[src/rtl/gpu_pkg.sv]
// gpu_pkg: shared fetch FSM states and AXI4-lite constants
package gpu_pkg;
  typedef enum logic [2:0] {IDLE, AR_VERT, R_VERT, AR_COLOR, R_COLOR} fetch_state_t;
  localparam logic [1:0] AXI_RESP_OKAY = 2'b00;
  localparam int VERTEX_WORDS = 5;
  localparam logic [2:0] AXI_PROT_DEFAULT = 3'b000;
endpackage

[src/rtl/triangle_fetch_if.sv]
// triangle_fetch_if: AXI4-lite bus bundle, master drives aw/w/ar/bready/rready, slave drives the rest
interface triangle_fetch_if #(parameter int MADDR_WIDTH = 32);
  logic [MADDR_WIDTH-1:0] awaddr_m;
  logic [2:0] awprot_m;
  logic awvalid_m;
  logic awready_m;
  logic [31:0] wdata_m;
  logic [3:0] wstrb_m;
  logic wvalid_m;
  logic wready_m;
  logic [1:0] bresp_m;
  logic bvalid_m;
  logic bready_m;
  logic [MADDR_WIDTH-1:0] araddr_m;
  logic [2:0] arprot_m;
  logic arvalid_m;
  logic arready_m;
  logic [31:0] rdata_m;
  logic [1:0] rresp_m;
  logic rvalid_m;
  logic rready_m;
  modport master(
    output awaddr_m, awprot_m, awvalid_m, wdata_m, wstrb_m, wvalid_m, bready_m,
    output araddr_m, arprot_m, arvalid_m, rready_m,
    input awready_m, wready_m, bresp_m, bvalid_m, arready_m, rdata_m, rresp_m, rvalid_m
  );
  modport slave(
    input awaddr_m, awprot_m, awvalid_m, wdata_m, wstrb_m, wvalid_m, bready_m,
    input araddr_m, arprot_m, arvalid_m, rready_m,
    output awready_m, wready_m, bresp_m, bvalid_m, arready_m, rdata_m, rresp_m, rvalid_m
  );
endinterface

[src/rtl/triangle_fetch_axil_read_port.sv]
// axil_read_port: single-beat AXI4-lite read (req+addr in; ar_done, done+data+resp out; araddr/arvalid/rready to bus)
module axil_read_port #(
  parameter int AW = 32
) (
  input  logic          clk,
  input  logic          reset,
  input  logic          req,
  input  logic [AW-1:0] addr,
  output logic          ar_done,
  output logic          done,
  output logic [31:0]   data,
  output logic [1:0]    resp,
  output logic [AW-1:0] araddr,
  output logic          arvalid,
  input  logic          arready,
  input  logic [31:0]   rdata,
  input  logic [1:0]    rresp,
  input  logic          rvalid,
  output logic          rready
);
  logic arvalid_d, arvalid_q, rready_d, rready_q;
  logic [AW-1:0] araddr_d, araddr_q;
  assign ar_done = arvalid_q & arready;
  assign done = rready_q & rvalid;
  assign data = rdata;
  assign resp = rresp;
  assign araddr = araddr_q;
  assign arvalid = arvalid_q;
  assign rready = rready_q;
  always_comb begin
    arvalid_d = req | (arvalid_q & ~arready);
    araddr_d = req ? addr : araddr_q;
    rready_d = ar_done | (rready_q & ~rvalid);
  end
  always_ff @(posedge clk) begin
    if (reset) begin
      arvalid_q <= 1'b0;
      araddr_q <= '0;
      rready_q <= 1'b0;
    end else begin
      arvalid_q <= arvalid_d;
      araddr_q <= araddr_d;
      rready_q <= rready_d;
    end
  end
endmodule

[src/rtl/triangle_fetch.sv]
// triangle_fetch: on start reads 5 vertex words + 1 color word over AXI4-lite into vertexes/colors; eoc=idle/valid, rd_error sticky per fetch
module triangle_fetch
  import gpu_pkg::*;
#(
  parameter int MADDR_WIDTH = 32,
  parameter int COORD_WIDTH = 16,
  parameter int COLOR_WIDTH = 16
) (
  input  logic                                  clk,
  input  logic                                  reset,
  input  logic                                  start,
  input  logic [MADDR_WIDTH-1:0]                addr_vertex,
  input  logic [MADDR_WIDTH-1:0]                addr_colors,
  output logic [2:0][2:0][COORD_WIDTH-1:0]      vertexes,
  output logic [COLOR_WIDTH-1:0]                colors,
  output logic                                  eoc,
  output logic                                  rd_error,
  triangle_fetch_if.master                      m
);
  fetch_state_t state_d, state_q;
  logic [2:0] word_d, word_q;
  logic [MADDR_WIDTH-1:0] addr_v_d, addr_v_q, req_addr;
  logic [MADDR_WIDTH-1:1] addr_c_d, addr_c_q;
  logic [8:0][COORD_WIDTH-1:0] vert_d, vert_q;
  logic [COLOR_WIDTH-1:0] color_d, color_q;
  logic err_d, err_q, req, ar_done, done;
  logic [31:0] data;
  logic [1:0] resp;
  axil_read_port #(.AW(MADDR_WIDTH)) u_rd (
    .clk(clk), .reset(reset), .req(req), .addr(req_addr),
    .ar_done(ar_done), .done(done), .data(data), .resp(resp),
    .araddr(m.araddr_m), .arvalid(m.arvalid_m), .arready(m.arready_m),
    .rdata(m.rdata_m), .rresp(m.rresp_m), .rvalid(m.rvalid_m), .rready(m.rready_m)
  );
  assign m.awaddr_m = '0;
  assign m.awprot_m = AXI_PROT_DEFAULT;
  assign m.awvalid_m = 1'b0;
  assign m.wdata_m = '0;
  assign m.wstrb_m = '0;
  assign m.wvalid_m = 1'b0;
  assign m.bready_m = 1'b1;
  assign m.arprot_m = AXI_PROT_DEFAULT;
  assign vertexes = vert_q;
  assign colors = color_q;
  assign eoc = state_q == IDLE;
  assign rd_error = err_q;
  always_comb begin
    state_d = state_q;
    word_d = word_q;
    addr_v_d = addr_v_q;
    addr_c_d = addr_c_q;
    vert_d = vert_q;
    color_d = color_q;
    err_d = err_q | (done & (resp != AXI_RESP_OKAY));
    req = 1'b0;
    req_addr = addr_v_q;
    case (state_q)
      IDLE: if (start) begin
        state_d = AR_VERT;
        word_d = '0;
        err_d = 1'b0;
        addr_v_d = addr_vertex;
        addr_c_d = addr_colors[MADDR_WIDTH-1:1];
        req = 1'b1;
        req_addr = addr_vertex;
      end
      AR_VERT: state_d = ar_done ? R_VERT : AR_VERT;
      R_VERT: if (done) begin
        // word w carries halfwords 2w (low) and 2w+1 (high); halfword 9 has no slot
        for (int i = 0; i < 9; i++)
          if (word_q == 3'(i >> 1)) vert_d[i] = COORD_WIDTH'((i % 2 == 1) ? data[31:16] : data[15:0]);
        req = 1'b1;
        if (word_q == 3'(VERTEX_WORDS - 1)) begin
          state_d = AR_COLOR;
          req_addr = {addr_c_q[MADDR_WIDTH-1:2], 2'b00};
        end else begin
          state_d = AR_VERT;
          word_d = word_q + 3'd1;
          req_addr = addr_v_q + MADDR_WIDTH'({word_q + 3'd1, 2'b00});
        end
      end
      AR_COLOR: state_d = ar_done ? R_COLOR : AR_COLOR;
      R_COLOR: if (done) begin
        color_d = COLOR_WIDTH'(addr_c_q[1] ? data[31:16] : data[15:0]);
        state_d = IDLE;
      end
      default: state_d = IDLE;
    endcase
  end
  always_ff @(posedge clk) begin
    if (reset) begin
      state_q <= IDLE;
      word_q <= '0;
      addr_v_q <= '0;
      addr_c_q <= '0;
      vert_q <= '0;
      color_q <= '0;
      err_q <= 1'b0;
    end else begin
      state_q <= state_d;
      word_q <= word_d;
      addr_v_q <= addr_v_d;
      addr_c_q <= addr_c_d;
      vert_q <= vert_d;
      color_q <= color_d;
      err_q <= err_d;
    end
  end
endmodule
[src/flat_wrapper.sv]
// flat-port wrapper written by rule: the top's interface ports become plain ports
module triangle_fetch_flat import gpu_pkg::*;
#(
  parameter int MADDR_WIDTH = 32,
  parameter int COORD_WIDTH = 16,
  parameter int COLOR_WIDTH = 16
)
  (clk, reset, start, addr_vertex, addr_colors, vertexes, colors, eoc, rd_error, m_awaddr_m, m_awprot_m, m_awvalid_m, m_wdata_m, m_wstrb_m, m_wvalid_m, m_bready_m, m_araddr_m, m_arprot_m, m_arvalid_m, m_rready_m, m_awready_m, m_wready_m, m_bresp_m, m_bvalid_m, m_arready_m, m_rdata_m, m_rresp_m, m_rvalid_m);
  triangle_fetch_if #(.MADDR_WIDTH(MADDR_WIDTH)) m_i ();
  input  logic clk;
  input  logic reset;
  input  logic start;
  input  logic [MADDR_WIDTH-1:0] addr_vertex;
  input  logic [MADDR_WIDTH-1:0] addr_colors;
  output logic [2:0][2:0][COORD_WIDTH-1:0] vertexes;
  output logic [COLOR_WIDTH-1:0] colors;
  output logic eoc;
  output logic rd_error;
  output wire logic [$bits(m_i.awaddr_m)-1:0] m_awaddr_m;
  output wire logic [$bits(m_i.awprot_m)-1:0] m_awprot_m;
  output wire logic [$bits(m_i.awvalid_m)-1:0] m_awvalid_m;
  output wire logic [$bits(m_i.wdata_m)-1:0] m_wdata_m;
  output wire logic [$bits(m_i.wstrb_m)-1:0] m_wstrb_m;
  output wire logic [$bits(m_i.wvalid_m)-1:0] m_wvalid_m;
  output wire logic [$bits(m_i.bready_m)-1:0] m_bready_m;
  output wire logic [$bits(m_i.araddr_m)-1:0] m_araddr_m;
  output wire logic [$bits(m_i.arprot_m)-1:0] m_arprot_m;
  output wire logic [$bits(m_i.arvalid_m)-1:0] m_arvalid_m;
  output wire logic [$bits(m_i.rready_m)-1:0] m_rready_m;
  input wire logic [$bits(m_i.awready_m)-1:0] m_awready_m;
  input wire logic [$bits(m_i.wready_m)-1:0] m_wready_m;
  input wire logic [$bits(m_i.bresp_m)-1:0] m_bresp_m;
  input wire logic [$bits(m_i.bvalid_m)-1:0] m_bvalid_m;
  input wire logic [$bits(m_i.arready_m)-1:0] m_arready_m;
  input wire logic [$bits(m_i.rdata_m)-1:0] m_rdata_m;
  input wire logic [$bits(m_i.rresp_m)-1:0] m_rresp_m;
  input wire logic [$bits(m_i.rvalid_m)-1:0] m_rvalid_m;
  assign m_awaddr_m = m_i.awaddr_m;
  assign m_awprot_m = m_i.awprot_m;
  assign m_awvalid_m = m_i.awvalid_m;
  assign m_wdata_m = m_i.wdata_m;
  assign m_wstrb_m = m_i.wstrb_m;
  assign m_wvalid_m = m_i.wvalid_m;
  assign m_bready_m = m_i.bready_m;
  assign m_araddr_m = m_i.araddr_m;
  assign m_arprot_m = m_i.arprot_m;
  assign m_arvalid_m = m_i.arvalid_m;
  assign m_rready_m = m_i.rready_m;
  assign m_i.awready_m = m_awready_m;
  assign m_i.wready_m = m_wready_m;
  assign m_i.bresp_m = m_bresp_m;
  assign m_i.bvalid_m = m_bvalid_m;
  assign m_i.arready_m = m_arready_m;
  assign m_i.rdata_m = m_rdata_m;
  assign m_i.rresp_m = m_rresp_m;
  assign m_i.rvalid_m = m_rvalid_m;
  triangle_fetch #(.MADDR_WIDTH(MADDR_WIDTH), .COORD_WIDTH(COORD_WIDTH), .COLOR_WIDTH(COLOR_WIDTH)) u_core (.clk(clk), .reset(reset), .start(start), .addr_vertex(addr_vertex), .addr_colors(addr_colors), .vertexes(vertexes), .colors(colors), .eoc(eoc), .rd_error(rd_error), .m(m_i));
endmodule
[config.mk]
export PLATFORM = sky130hd
export DESIGN_NAME = triangle_fetch_flat
export DESIGN_NICKNAME = d
export VERILOG_FILES = /design/src/rtl/gpu_pkg.sv /design/src/rtl/triangle_fetch_if.sv /design/src/rtl/triangle_fetch_axil_read_port.sv /design/src/rtl/triangle_fetch.sv /design/src/flat_wrapper.sv
export SDC_FILE = /design/constraint.sdc
export NUM_CORES = 1
export LEC_CHECK = 0
export ABC_AREA = 1
export CAP_MARGIN = 40
export CORE_MARGIN = 4
export CORE_UTILIZATION = 30
export DETAILED_ROUTE_END_ITERATION = 7
export SLEW_MARGIN = 20
export SYNTH_ARGS = -nofsm -noshare
export SYNTH_HDL_FRONTEND = slang
export SYNTH_SLANG_ARGS = --single-unit
export TNS_END_PERCENT = 100
[constraint.sdc]
create_clock -name clk -period 2.2 [get_ports clk]
set_input_delay 0.44 -clock clk [delete_from_list [all_inputs] [get_ports clk]]
set_output_delay 0.44 -clock clk [all_outputs]
set_load 0.02 [all_outputs]
Yosys cells after proc, flatten, opt, wreduce, memory -nomap -nowiden

Cells that the tools add are included.

Bitwise operators: 10
Reductions and logical operators: 13
Add/subtract/negate cells: 2
Muxes and demuxes: 21
Equal/unequal tests: 12

Operators by type and width:

| kind                                          | count |
|---|---|
| 2-to-1 mux 32 bit                             | 3 |
| one-hot mux 32 bit (2 select lines)           | 1 |
| adder 32 x 5 -> 32 bit                        | 1 |
| 2-to-1 mux 3 bit                              | 7 |
| AND reduction 3 bit                           | 6 |
| 2-to-1 mux 16 bit                             | 1 |
| one-hot mux 3 bit (5 select lines)            | 1 |
| == test 3 x 2 -> 1 bit, second input constant | 4 |
| == test 3 x 1 -> 1 bit, second input constant | 2 |
| == test 3 bit, second input constant          | 2 |
| zero test 3 bit                               | 2 |
| one-hot mux 3 bit (2 select lines)            | 1 |
| AND 1 bit                                     | 5 |
| 2-to-1 mux 1 bit                              | 4 |
| 2-to-1 mux 2 bit                              | 2 |
| != test 2 x 1 -> 1 bit, second input constant | 2 |
| != test 2 bit, second input constant          | 2 |
| AND reduction 2 bit                           | 2 |
| AND reduction 4 bit                           | 1 |
| nonzero test 2 bit                            | 2 |
| adder 3 x 1 -> 3 bit, second input constant   | 1 |
| OR 1 bit                                      | 3 |
| inverter 1 bit                                | 2 |
| one-hot mux 1 bit (2 select lines)            | 1 |

Input bits: 108
Flip-flop bits (word level): 264
Output and inout port bits: 273

Depth between registers and ports, before layout

Gate-level depths: netlist of run 1.

Depth in word-level cells: 5
Mapped depth: 16
Mapped depth without buffers: 16

Hierarchy

Synthesis of run 1 repeated with hierarchy kept, for this count alone.

Cell total of the unflattened synthesis: 1659
Area total of the unflattened synthesis: 12017.8 sq um

Modules (own cells, without submodules):

| module         | times used | cells each | area each (sq um) |
|---|---|---|---|
| triangle_fetch | 1          | 1474       | 10577.6 |
| axil_read_port | 1          | 185        | 1440.1 |

Least setup slack after synthesis of run 1

Ideal clock, no wire load.

Path type: reg2reg
Start point: register u_core.word_q[0]
End point: register u_core.u_rd.araddr_q[31] (netlist: u_core.u_rd.araddr[31])
Path slack: 0.048 ns
Arrival time: 2.020 ns
Required time: 2.068 ns
Stages on the path, launching flop included: 16
Period minus slack after synthesis: 2.152 ns
Path through: dfxtp_1 ha_1 ha_1 inv_1 ha_1 inv_1 nand2_1 nand3_1 nor2_1 nand3_1 nand2_1 nand2_1 nand2_1 nand2_1 nand2_1 a21oi_1

Cells in the longest elaborated chain, start to end: 5
Elaborated cells on any way between the ends: 6
Those cells by class: 2 x add/sub; 1 x eq/ne; 3 x mux

Ends and longest elaborated chain:

| element                               | RTL line                            | source |
|---|---|---|
| start: declaration                    | triangle_fetch.sv:21                | `logic [2:0] word_d, word_q;` |
| start signal: assignment              | triangle_fetch.sv:101               | `word_q <= word_d;` |
| adder 3 x 1 -> 3 bit                  | triangle_fetch.sv:79                | `req_addr = addr_v_q + MADDR_WIDTH'({word_q + 3'd1, 2'b00});` |
| adder 32 x 5 -> 32 bit                | triangle_fetch.sv:79                |  |
| 2-to-1 mux 32 bit *                   | triangle_fetch.sv:73                | `if (word_q == 3'(VERTEX_WORDS - 1)) begin` |
| 2-to-1 mux 32 bit *                   | triangle_fetch.sv:68                | `R_VERT: if (done) begin` |
| one-hot mux 32 bit (2 select lines) * | triangle_fetch.sv:57                | `case (state_q)` |
| end signal: assignment                | triangle_fetch_axil_read_port.sv:42 | `araddr_q <= araddr_d;` |
| end: declaration                      | triangle_fetch_axil_read_port.sv:22 | `logic [AW-1:0] araddr_d, araddr_q;` |

Every way passes the cells marked *; elsewhere a longest branch is shown, timed or not.
A chain may end at the register's enable or synchronous reset.

Worst setup path after layout of run 1

Start point: register u_core.word_q[0]
End point: register u_core.u_rd.araddr_q[22] (netlist: u_core.u_rd.araddr[22])

The elaborated chain is that of the path after synthesis.

==> results of run 1 <==
[kinds of logic (layout without fill, tap and decap cells)]
logic type,after synthesis,in the layout,share of synthesized area [%]
AND/OR/NAND/NOR,522,522,18.12
AO/OA/AOI/OAI,438,438,20.79
buffers and inverters,313,579,13.67
flip-flops,264,264,46.08
adder cells (fa/ha/maj),9,9,1.047
XOR/XNOR,3,3,0.2291
other,2,79,0.06548
[path summary, 6_finish.rpt]
path / start / endpoint / slack (ps) / cells after the start
min reg2reg: u_core.addr_c_q[10] / u_core.addr_c_q[10] / 440 / 2
max reg2reg: u_core.word_q[0] / u_core.u_rd.araddr[22] / -2 / 16
min: reset / u_core.u_rd.araddr[2] / 360 / 4
max: u_core.word_q[0] / u_core.u_rd.araddr[22] / -2 / 16
[metrics by stage]
| stage | area (um^2) | hold slack (ps) | power (W) | utilization, % | setup WS, ps |
|---|---|---|---|---|---|
| finish | 16400 | 363.1 | 0.01164 | 43.54 | -2.390 |
| global route | 16400 | 374.7 | 0.01207 | 43.54 | -120.7 |
| CTS | 16290 | 353.6 | 0.01178 | 43.24 | -18.59 |
| detailed placement | 15160 | 438.4 | 0.006419 | 40.24 | -112.2 |
| global placement | 15160 | 431.0 | 0.006410 | 40.24 | -109.4 |
| floorplan | 11750 | 423.8 | 0.005894 | - | 47.72 |
[worst max-delay path, delay by kind of cell, from the launching register on]
family	cells	cell delay [ps]
simple gates	9	590
fa+ha+maj	2	550
buf+inv	4	510
flops	1	360
compound gates	1	60
[cell type report]
cell class	instances	share of cell area, %
Inverter	147	3.441
Sequential cell	264	32.26
Antenna cell	2	0.03052
Timing Repair Buffer	382	23.12
Clock inverter	8	1.121
Clock buffer	42	5.272
Tap cell	511	3.898
Multi-Input combinational cell	1049	30.86
[flip-flops by register name, summed over array words and instances (netlist names)]
register	count
u_core.rd_error	1
u_core.state_q	3
u_core.vertexes	144
u_core.u_rd.arvalid	1
u_core.u_rd.araddr	32
u_core.u_rd.rready	1
u_core.addr_v_q	32
u_core.word_q	3
u_core.colors	16
u_core.addr_c_q	31
[cells in the mapped netlist (2+ instances only)]
library cell	count
nand2_2	3
nor2_2	3
nand2_1	257
o211ai_1	25
conb_1	2
a21oi_1	158
inv_4	2
xor2_1	2
clkbuf_1	53
buf_2	19
o21ai_0	192
buf_4	87
inv_2	10
a211oi_1	32
buf_6	5
o22ai_1	25
inv_1	135
dfxtp_1	264
nand2_4	2
nor2_1	207
nand3_1	41
ha_1	8
nand4_1	5
buf_1	2
[routing by layer]
layer / vias up / routed length (um) / part of all wire (%)
met5: - / 13 / 0.031
met4: 2 / 1532 / 3.7
met3: 77 / 2999 / 7.2
met2: 406 / 19610 / 47
met1: 5189 / 17250 / 42
li1: 5557 / - / -
[where the power goes]
group | internal [W] | switching (W)
combinational | 0.000509 | 0.000802
sequential | 0.00492 | 0.0000948
clock | 0.00330 | 0.00201
[repair_timing]
action | in CTS | in global routing
gates resized for setup | 27 | 27
endpoints found under the setup margin | 23 | 28
pin swaps | 6 | 8
buffers inserted | 0 | 1
==> results.md, run 1 <==
- Final Worst Setup Slack: -2.390 ps
- Dominant cell type by area after synthesis: dfxtp_1
- GR Util met2: 32.03%
- Skew final: 9.707 ps
- Fmax: 454.1 MHz
- Max stage delay cell, worst path: dfxtp_4
- Pwr dens: 709.8 mW/mm^2
- Worst-path cell chain: inv_1 -> buf_4 -> ha_2 -> fa_2 -> nand3_2 -> nand2_2 -> buf_6 -> buf_4 -> nand2_1 -> nand2_1 -> nand2_1 -> nand2_1 -> nand2_1 -> nand2_1 -> nand2_1 -> a21oi_1
- DR iter-0 viols: 550
- Die Width: 203.5 um
- Wirelength, routed: 41410 um
- First-pass GRT wire length: 62110 um
- Layout cell share with drive strength beyond 1: 10.20%
- FFs w/ async S/R, synth: 0%
- Dpl hpwl: 30070 um
- Met3 GRT Util: 3.943%
- Met1 Use GR: 23.62%
- EDFF count, synth: 0
- Area grow syn2layout: 42.99%
- Register area share after synthesis: 46.08%
- HP Class: in2reg
- Synthesized area per cell: 7.395 um^2
- Worst-path maximum fanout: 5
- Worst-Margin Slew: 597.5 ps
- Unrepaired setup endpoints after global routing: yes
- Die height: 203.5 um
- Multi-input gate area: 0.005061 mm^2
- Placed Cells: 2352
- Synth Register Bits: 264
- Initial core utilization: 30.45%
- Final hold vios: 0
- Status: finished with violations
- Clock input transition at the sequential cells of the worst setup and hold paths: 60 ps
- Vias/cell: 4.670
- Layout Nets: 1990
- # setup viols final: 1
- Gr ovfl total: 0
- CTS max path bufs: 3
- Fin Setup TNS: -2.390 ps
- RePlAce Congestion: 0.8602
- Tot GR Track Use: 18.78%
- Share of the synthesized area in the top cell type: 46.08%
- Crit end category: flip-flop
- Hold Buf Count CTS: 0
- Core Rows: 71
- # DRC: 0
- Layer carrying the most global-route usage: met2
- TritonCTS Sinks: 264
- Failing checks: setup timing
- CTS Root Cell: clkbuf_16
- Filler cells: 3821
- IO Pins: 381
- Top_reg_cell synth: dfxtp_1
- Router iterations before antenna repair: 5
- Setup CP Type: reg2reg
- Number of max-cap violations: 0
- Area occupied by registers: 0.005290 mm^2
- TritonCTS clock tree: built
- Htree depth: 1
- Worst-Skew Late Latency: 560 ps
- Most common cell after layout, fill and taps aside: clkdlybuf4s50_1
- Distinct cells, synth: 36
- Per-cell routed wire length: 17.22 um
- Number of global-route vias before repair: 10810
- Yosys warning count: 0
- Post-route ant nets: 0
- Largest net degree at the start of global routing: 76
- Syn Inst Count: 1551
- Lkg Pwr: 6.526 nW
- Die ar.: 0.04142 mm^2
- Final period util: 100.1%
- Via count: 11230
- Top cell by count, worst path: nand2_1
- Minimum clock period: 2202 ps
- Core Region: 0.03767 mm^2
- TritonCTS buffer count: 29
- Final std cells w/o fill: 2405
- Cell area after synthesis: 0.01147 mm^2
- Critical path startpoint category: flip-flop
- Worst path max stage delay: 360 ps
- Top post-synthesis cells by area: dfxtp_1 46%, nand2_1 8.4%, o21ai_0 8.4%
- Max-slew violation count: 0
- Slew margin rel.: 60.04%
- Arrival time at the worst endpoint: 2630 ps
- # port buffers: 297
- Commonest cells after routing, fill and taps aside: 295 x clkdlybuf4s50_1, 262 x dfxtp_1, 248 x nand2_1
- Max VDD drop: 0.5440 mV
- Antenna violations before repair: 2
- WP data required: 2630 ps
Power figures use the tool's default switching activity.
==> inputs of run 2 (changes only) <==
CTS_BUF_LIST = sky130_fd_sc_hd__clkbuf_8 sky130_fd_sc_hd__clkbuf_16   (was unset)
==> results.md, run 2 (synthesis gave the netlist of run 1 again) <==
- Max-slew violation count: 0 (unchanged)
- Largest register FFs: 144 (unchanged)
- Worst-path maximum fanout: 5 (unchanged)
- Core Region: 0.03767 mm^2 (unchanged)
- Status: finished with violations
- Crit. Startpoint: u_core.word_q[0]
- Setup CP Type: reg2reg
- Worst-path cell chain: inv_1 -> buf_4 -> ha_2 -> fa_2 -> nand3_2 -> nand2_2 -> buf_6 -> buf_4 -> nand2_1 -> nand2_1 -> nand2_1 -> nand2_1 -> nand2_1 -> nand2_1 -> nand2_1 -> a21oi_1
- Tot GR Track Use: 18.78% (unchanged)
- # port buffers: 297 (unchanged)
- Router iterations before antenna repair: 6 (+1)
- NetSw: 0.002912 W (+0.10%)
- Unrepaired setup endpoints after global routing: yes
- WP data required: 2630 ps (about the same)
- Worst path max stage delay: 360 ps (about the same)
- Final Worst Setup Slack: -4.618 ps (-2.228 ps)
- Arrival time at the worst endpoint: 2640 ps (about the same)
- Cell area after layout: 0.01640 mm^2 (unchanged)
- CTS max path bufs: 3 (unchanged)
- Per-cell routed wire length: 17.23 um (about the same)
- Area grow syn2layout: 42.99% (unchanged)
- Crit end category: flip-flop
- Fmax: 453.6 MHz (-0.10%)
- Largest net degree at the start of global routing: 76 (unchanged)
- Layout Nets: 1990 (unchanged)
- DR iter-0 viols: 550 (unchanged)
- Failing checks: setup timing
- # DRC: 0 (unchanged)
- Vias/cell: 4.672 (about the same)
- Wirelength, routed: 41430 um (about the same)
- Htree depth: 1 (unchanged)
- Seq pwr share: 43.2% (about the same)
- FF-to-FF Start: u_core.word_q[0]
- Commonest cells after routing, fill and taps aside: 295 x clkdlybuf4s50_1, 262 x dfxtp_1, 248 x nand2_1
- Max stage delay cell, worst path: dfxtp_4
- Fin Setup TNS: -4.618 ps (-2.228 ps)
- DP Area: 0.01516 mm^2 (unchanged)
- Die height: 203.5 um (unchanged)
- Max VDD drop: 0.5439 mV (about the same)
- Multi-input gate area: 0.005061 mm^2 (unchanged)
- Pre-CTS setup slack: -112.2 ps (unchanged)
- Minimum clock period: 2205 ps (+2.228 ps)
- Hold Buf Count CTS: 0 (unchanged)
- Die ar.: 0.04142 mm^2 (unchanged)
- CTS Root Cell: clkbuf_16
- Number of max-cap violations: 0 (unchanged)
- Layout cell share with drive strength beyond 1: 10.20% (unchanged)
- Skew final: 9.724 ps (+0.01699 ps)
- Hold slack: 363.6 ps (+0.5780 ps)
- RePlAce Congestion: 0.8602 (unchanged)
- Dpl hpwl: 30070 um (unchanged)
- Clk pwr share: 45.6% (about the same)
- Met3 wire len: 2982 um (-0.57%)
- Top cell by count, worst path: nand2_1
- Most common cell after layout, fill and taps aside: clkdlybuf4s50_1
- Comb pwr share: 11.3% (about the same)
- Crit path buf inv count: 4 (unchanged)
- Crit Reg-Reg Endpoint: u_core.u_rd.araddr[22]
- Lkg Pwr: 6.543 nW (+0.25%)
- Internal Pwr Total: 0.008714 W (-0.21%)
- IO Pins: 381 (unchanged)
- HP Class: in2reg
- Critical path startpoint category: flip-flop
- Pwr dens: 708.8 mW/mm^2 (-0.13%)
- Final period util: 100.2% (+0.10 points)
- Clock input transition at the sequential cells of the worst setup and hold paths: 60 ps (about the same)
- Final hold vios: 0 (unchanged)
- Setup slack, reg-to-reg: -5 ps (about the same)
- Post-route ant nets: 0 (unchanged)
- Worst-Margin Slew: 573.3 ps (-24.26 ps)
- Cell depth of the worst setup path: 16 (unchanged)
- First-pass GRT wire length: 62110 um (unchanged)
- TritonCTS Sinks: 264 (unchanged)
- TritonCTS buffer count: 29 (unchanged)
- Initial core utilization: 30.45% (unchanged)
- Gr ovfl total: 0 (unchanged)
- TritonCTS clock tree: built
- Final std cells w/o fill: 2405 (unchanged)
- Sw frac: 25.05% (+0.060 points)
- Max Used Layer: met5
- Die Width: 203.5 um (unchanged)
- Slew margin rel.: 61.66% (+1.6 points)
- Number of global-route vias before repair: 10810 (unchanged)
- Delay-heaviest family, CP: simple AND/OR/NAND/NOR gates
- # setup viols final: 1 (unchanged)
- Met1 WL: 17340 um (+0.53%)
- Worst-Skew Late Latency: 560 ps (about the same)
- Antenna violations before repair: 2 (unchanged)
- Core Rows: 71 (unchanged)
- Worst reg-to-reg path cell count: 16 (unchanged)
- Met2 routed WL: 19560 um (-0.30%)
- Worst Setup EP: u_core.u_rd.araddr[22]
- Placed Cells: 2352 (unchanged)
- Area occupied by registers: 0.005290 mm^2 (unchanged)
- Via count: 11240 (+0.036%)
- Filler cells: 3821 (unchanged)
[run 2: cell types whose count changed in the layout (fill, tap and decap cells not counted), sizes merged]
cell / before / now
inv: 149 / 153
clkbuf: 42 / 38
[run 2: routing by layer]
layer / global-route usage [%] / vias up
li1: - / 5558
met1: 23.62 / 5191
met2: 32.03 / 408
met3: 3.943 / 76
met4: 6.577 / 2
met5: 0 / -
[run 2: timing repair]
item	4_1_cts	5_1_grt
buffers inserted	0	1
gates resized for setup	27	27
pin swaps	6	8
setup endpoints to repair	23	28
[run 2: how the worst min path moves through the flow]
stage | startpoint | to | slack [ps] | cells after the start
4_1_cts | reset | u_core.u_rd.araddr[2] | 350 | 4
5_1_grt | reset | u_core.vertexes[81] | 370 | 4
3_3_place_gp | u_core.rd_error | u_core.rd_error | 430 | 2
3_5_place_dp | u_core.addr_c_q[10] | u_core.addr_c_q[10] | 440 | 2
6_report | reset | u_core.u_rd.araddr[2] | 360 | 4
2_1_floorplan | u_core.addr_c_q[10] | u_core.addr_c_q[10] | 420 | 2
[run 2: per-stage QoR]
step / util, % / power, W
3_3_place_gp: 40.24 / 0.006410
5_1_grt: 43.54 / 0.01205
6_report: 43.54 / 0.01163
2_1_floorplan: - / 0.005894
3_5_place_dp: 40.24 / 0.006419
4_1_cts: 43.24 / 0.01176
[run 2: area by class of cell]
class / count / share of cell area, %
sequential: 264 / 32.26
multi-input combinational: 1049 / 30.86
timing repair buffer: 382 / 23.12
clock buffer: 38 / 5.180
tap: 511 / 3.898
inverter: 147 / 3.441
clock inverter: 12 / 1.213
antenna: 2 / 0.03052
[run 2: tightest hold or removal path, delay by kind of cell]
kind                   cells  cell delay (ps)
AND/OR/NAND/NOR            1              110
buffers and inverters      3              310
[run 2: power groups by stage]
stage               Sequential [W]  Clock [W]  Combinational [W]
finish                     0.00502    0.00530            0.00131
detailed placement         0.00512          0            0.00130
global placement           0.00512          0            0.00129
floorplan                  0.00515          0           0.000744
CTS                        0.00502    0.00543            0.00131
global route               0.00503    0.00559            0.00144
==> inputs of run 3 (changes only) <==
CAP_MARGIN = 20   (was 40)
SYNTH_HIERARCHICAL = 1   (was unset)
==> results.md, run 3 <==
- Wirelength, routed: 42490 um (+2.6%)
- Antenna violations before repair: 3 (+1)
- Largest register FFs: 144 (unchanged)
- Layout cell share with drive strength beyond 1: 11.16% (+0.96 points)
- Final hold vios: 0 (unchanged)
- Per-cell routed wire length: 17.12 um (-0.63%)
- Lkg Pwr: 6.548 nW (about the same)
- Syn Inst Count: 1659 (+7.0%)
- Worst path max stage delay: 360 ps (about the same)
- Skew final: 14.88 ps (+5.158 ps)
- Crit end category: flip-flop
- CTS Root Cell: clkbuf_16
- Slew margin rel.: 62.74% (+1.1 points)
- Overall Power: 0.01206 W (+3.8%)
- Core Region: 0.03964 mm^2 (+5.2%)
- Post-route ant nets: 0 (unchanged)
- EDFF count, synth: 0 (unchanged)
- Worst-Margin Slew: 558.0 ps (-15.26 ps)
- FFs w/ async S/R, synth: 0% (unchanged)
- Initial core utilization: 30.32% (-0.13 points)
- Status: finished with violations
- Max-slew violation count: 0 (unchanged)
- Number of global-route vias before repair: 11040 (+2.1%)
- Htree depth: 1 (unchanged)
- Area occupied by registers: 0.005290 mm^2 (unchanged)
- DR iter-0 viols: 825 (+50%)
- Synth Register Bits: 264 (unchanged)
- Gr ovfl total: 0 (unchanged)
- Fmax: 444.7 MHz (-2.0%)
- Layout Nets: 2052 (+3.1%)
- # port buffers: 297 (unchanged)
- HP Class: in2reg
- IO Pins: 381 (unchanged)
- Hold slack: 153.5 ps (-210.1 ps)
- Worst-path cell chain: ha_4 -> ha_4 -> inv_4 -> ha_4 -> buf_6 -> inv_4 -> nand2_4 -> nand3_4 -> nor2_4 -> buf_6 -> buf_4 -> nand2_2 -> nand3_2 -> a21oi_2 -> nor2_1 -> nor2_1 -> nor2_1
- Pwr dens: 717.8 mW/mm^2 (+1.3%)
- Core Rows: 73 (+2.8%)
- Worst-path maximum fanout: 7 (+2)
- # DRC: 0 (unchanged)
- Setup CP Type: reg2reg
- Share of the synthesized area in the top cell type: 43.98% (-2.1 points)
- Distinct cells, synth: 40 (+11%)
- Synthesized area per cell: 7.244 um^2 (-2.0%)
- # setup viols final: 6 (+5)
- Final period util: 102.2% (+2.0 points)
- Arrival time at the worst endpoint: 2700 ps (+60 ps)
- TritonCTS clock tree: built
- Minimum clock period: 2249 ps (+44.21 ps)
- Top_reg_cell synth: dfxtp_1
- TritonCTS buffer count: 29 (unchanged)
- Via count: 11710 (+4.2%)
- Vias/cell: 4.716 (+0.96%)
- Max stage delay cell, worst path: dfxtp_4
- Largest net degree at the start of global routing: 111 (+46%)
- Yosys warning count: 6 (+6)
- Die ar.: 0.04333 mm^2 (+4.6%)
- Area grow syn2layout: 39.86%
- RePlAce Congestion: 0.8800 (+2.3%)
- Dpl hpwl: 31440 um (+4.5%)
- Commonest cells after routing, fill and taps aside: 295 x clkdlybuf4s50_1, 262 x dfxtp_1, 229 x nand2_1
- Worst-Skew Late Latency: 560 ps (about the same)
- WP data required: 2650 ps (+20 ps)
- CTS max path bufs: 3 (unchanged)
- Delay-heaviest family, CP: adder cells
- Unrepaired setup endpoints after global routing: yes
- Crit path buf inv count: 5 (+1)
- Die Width: 208.2 um (+2.3%)
- Critical path startpoint category: flip-flop
- Number of max-cap violations: 0 (unchanged)
- Max VDD drop: 0.5311 mV (-2.4%)
- Clock input transition at the sequential cells of the worst setup and hold paths: 60 ps (about the same)
- Most common cell after layout, fill and taps aside: clkdlybuf4s50_1
- Top post-synthesis cells by area: dfxtp_1 44%, o21ai_0 8.8%, a21oi_1 8.3%
- Dominant cell type by area after synthesis: dfxtp_1
- Final Worst Setup Slack: -48.83 ps (-44.21 ps)
- Cell area after synthesis: 0.01202 mm^2 (+4.8%)
- First-pass GRT wire length: 64450 um (+3.8%)
- Filler cells: 3996 (+4.6%)
- Router iterations before antenna repair: 5 (-1)
- Pre-CTS setup slack: -263.1 ps (-151.0 ps)
- Multi-input gate area: 0.005530 mm^2 (+9.3%)
- Commonest cells post-synth: 264 x dfxtp_1, 250 x nand2_1, 224 x nor2_1
- Hold Buf Count CTS: 0 (unchanged)
- Die height: 208.2 um (+2.3%)
- Top-count cell post-synth: dfxtp_1
- Register area share after synthesis: 43.98% (-2.1 points)
- TritonCTS Sinks: 264 (unchanged)
- Failing checks: setup timing
- Tot GR Track Use: 18.41% (-0.36 points)
[run 3: changes by cell type after synthesis, sizes merged, moves of 6 or more]
cell,before,now
a211oi,32,3
inv,147,132
a21oi,158,200
nand2,262,252
buf,113,149
o211ai,25,13
clkbuf,53,59
o21ai,192,217
nor2,211,228
nand3,41,86
[run 3: final cells by class]
cell class / count / share of cell area [%]
Tap cell: 525 / 3.908
Clock buffer: 36 / 4.891
Clock inverter: 14 / 1.437
Multi-Input combinational cell: 1128 / 32.90
Timing Repair Buffer: 378 / 22.29
Inverter: 134 / 3.059
Sequential cell: 264 / 31.47
Antenna cell: 3 / 0.04466
[run 3: through the flow]
| stage | utilization, % | TNS (ps) | area (um^2) | instances |
|---|---|---|---|---|
| floorplan | - | 0 | 12300 | 1734 |
| global placement | 38.73 | -3884 | 15350 | 2424 |
| detailed placement | 38.73 | -5010 | 15350 | 2424 |
| CTS | 41.77 | -460.7 | 16560 | 2475 |
| global route | 42.40 | -2936 | 16810 | 2482 |
| finish | 42.40 | -186.5 | 16810 | 2482 |
[run 3: logic make-up (layout without fill, tap and decap cells)]
kind of cell               after synthesis  count (layout)  share of synthesized area [%]
DFF                                    264             264                          43.98
xor gates and xnor gates                 2               2                         0.1458
adders and majority gates                9               9                         0.9995
AOI/OAI and AO/OA                      467             467                          20.22
other                                    2              80                        0.06249
and+or+nand+nor                        573             573                          19.56
buffers and inverters                  342             562                          15.03
[run 3: repair_timing]
item	4_1_cts	5_1_grt
setup endpoints to repair	28	28
buffers inserted	1	4
pin swaps	16	65
gates resized for setup	39	65
[run 3: final timing paths]
kind                     startpoint                      to  cells after the start  slack [ps]
setup reg to reg   u_core/word_q[0]  u_core/u_rd/araddr[15]                     17         -50
hold / removal                reset     u_core/u_rd/arvalid                      2         150
setup / recovery   u_core/word_q[0]  u_core/u_rd/araddr[15]                     17         -50
hold reg to reg   u_core/colors[13]       u_core/colors[13]                      2         450
[run 3: power breakdown]
group	switching (W)	internal [W]	total (W)
sequential	0.000117	0.00494	0.00506
combinational	0.000983	0.000625	0.00161
clock	0.00206	0.00334	0.00540
total	0.00316	0.00891	0.0121
[run 3: per-layer routing]
layer	routed length (um)	share of wire, %	GRT usage, %
met5	0	0	0
met2	19500	46	29.58
met4	1331	3.1	6.206
met3	3330	7.8	3.076
met1	18330	43	25.24
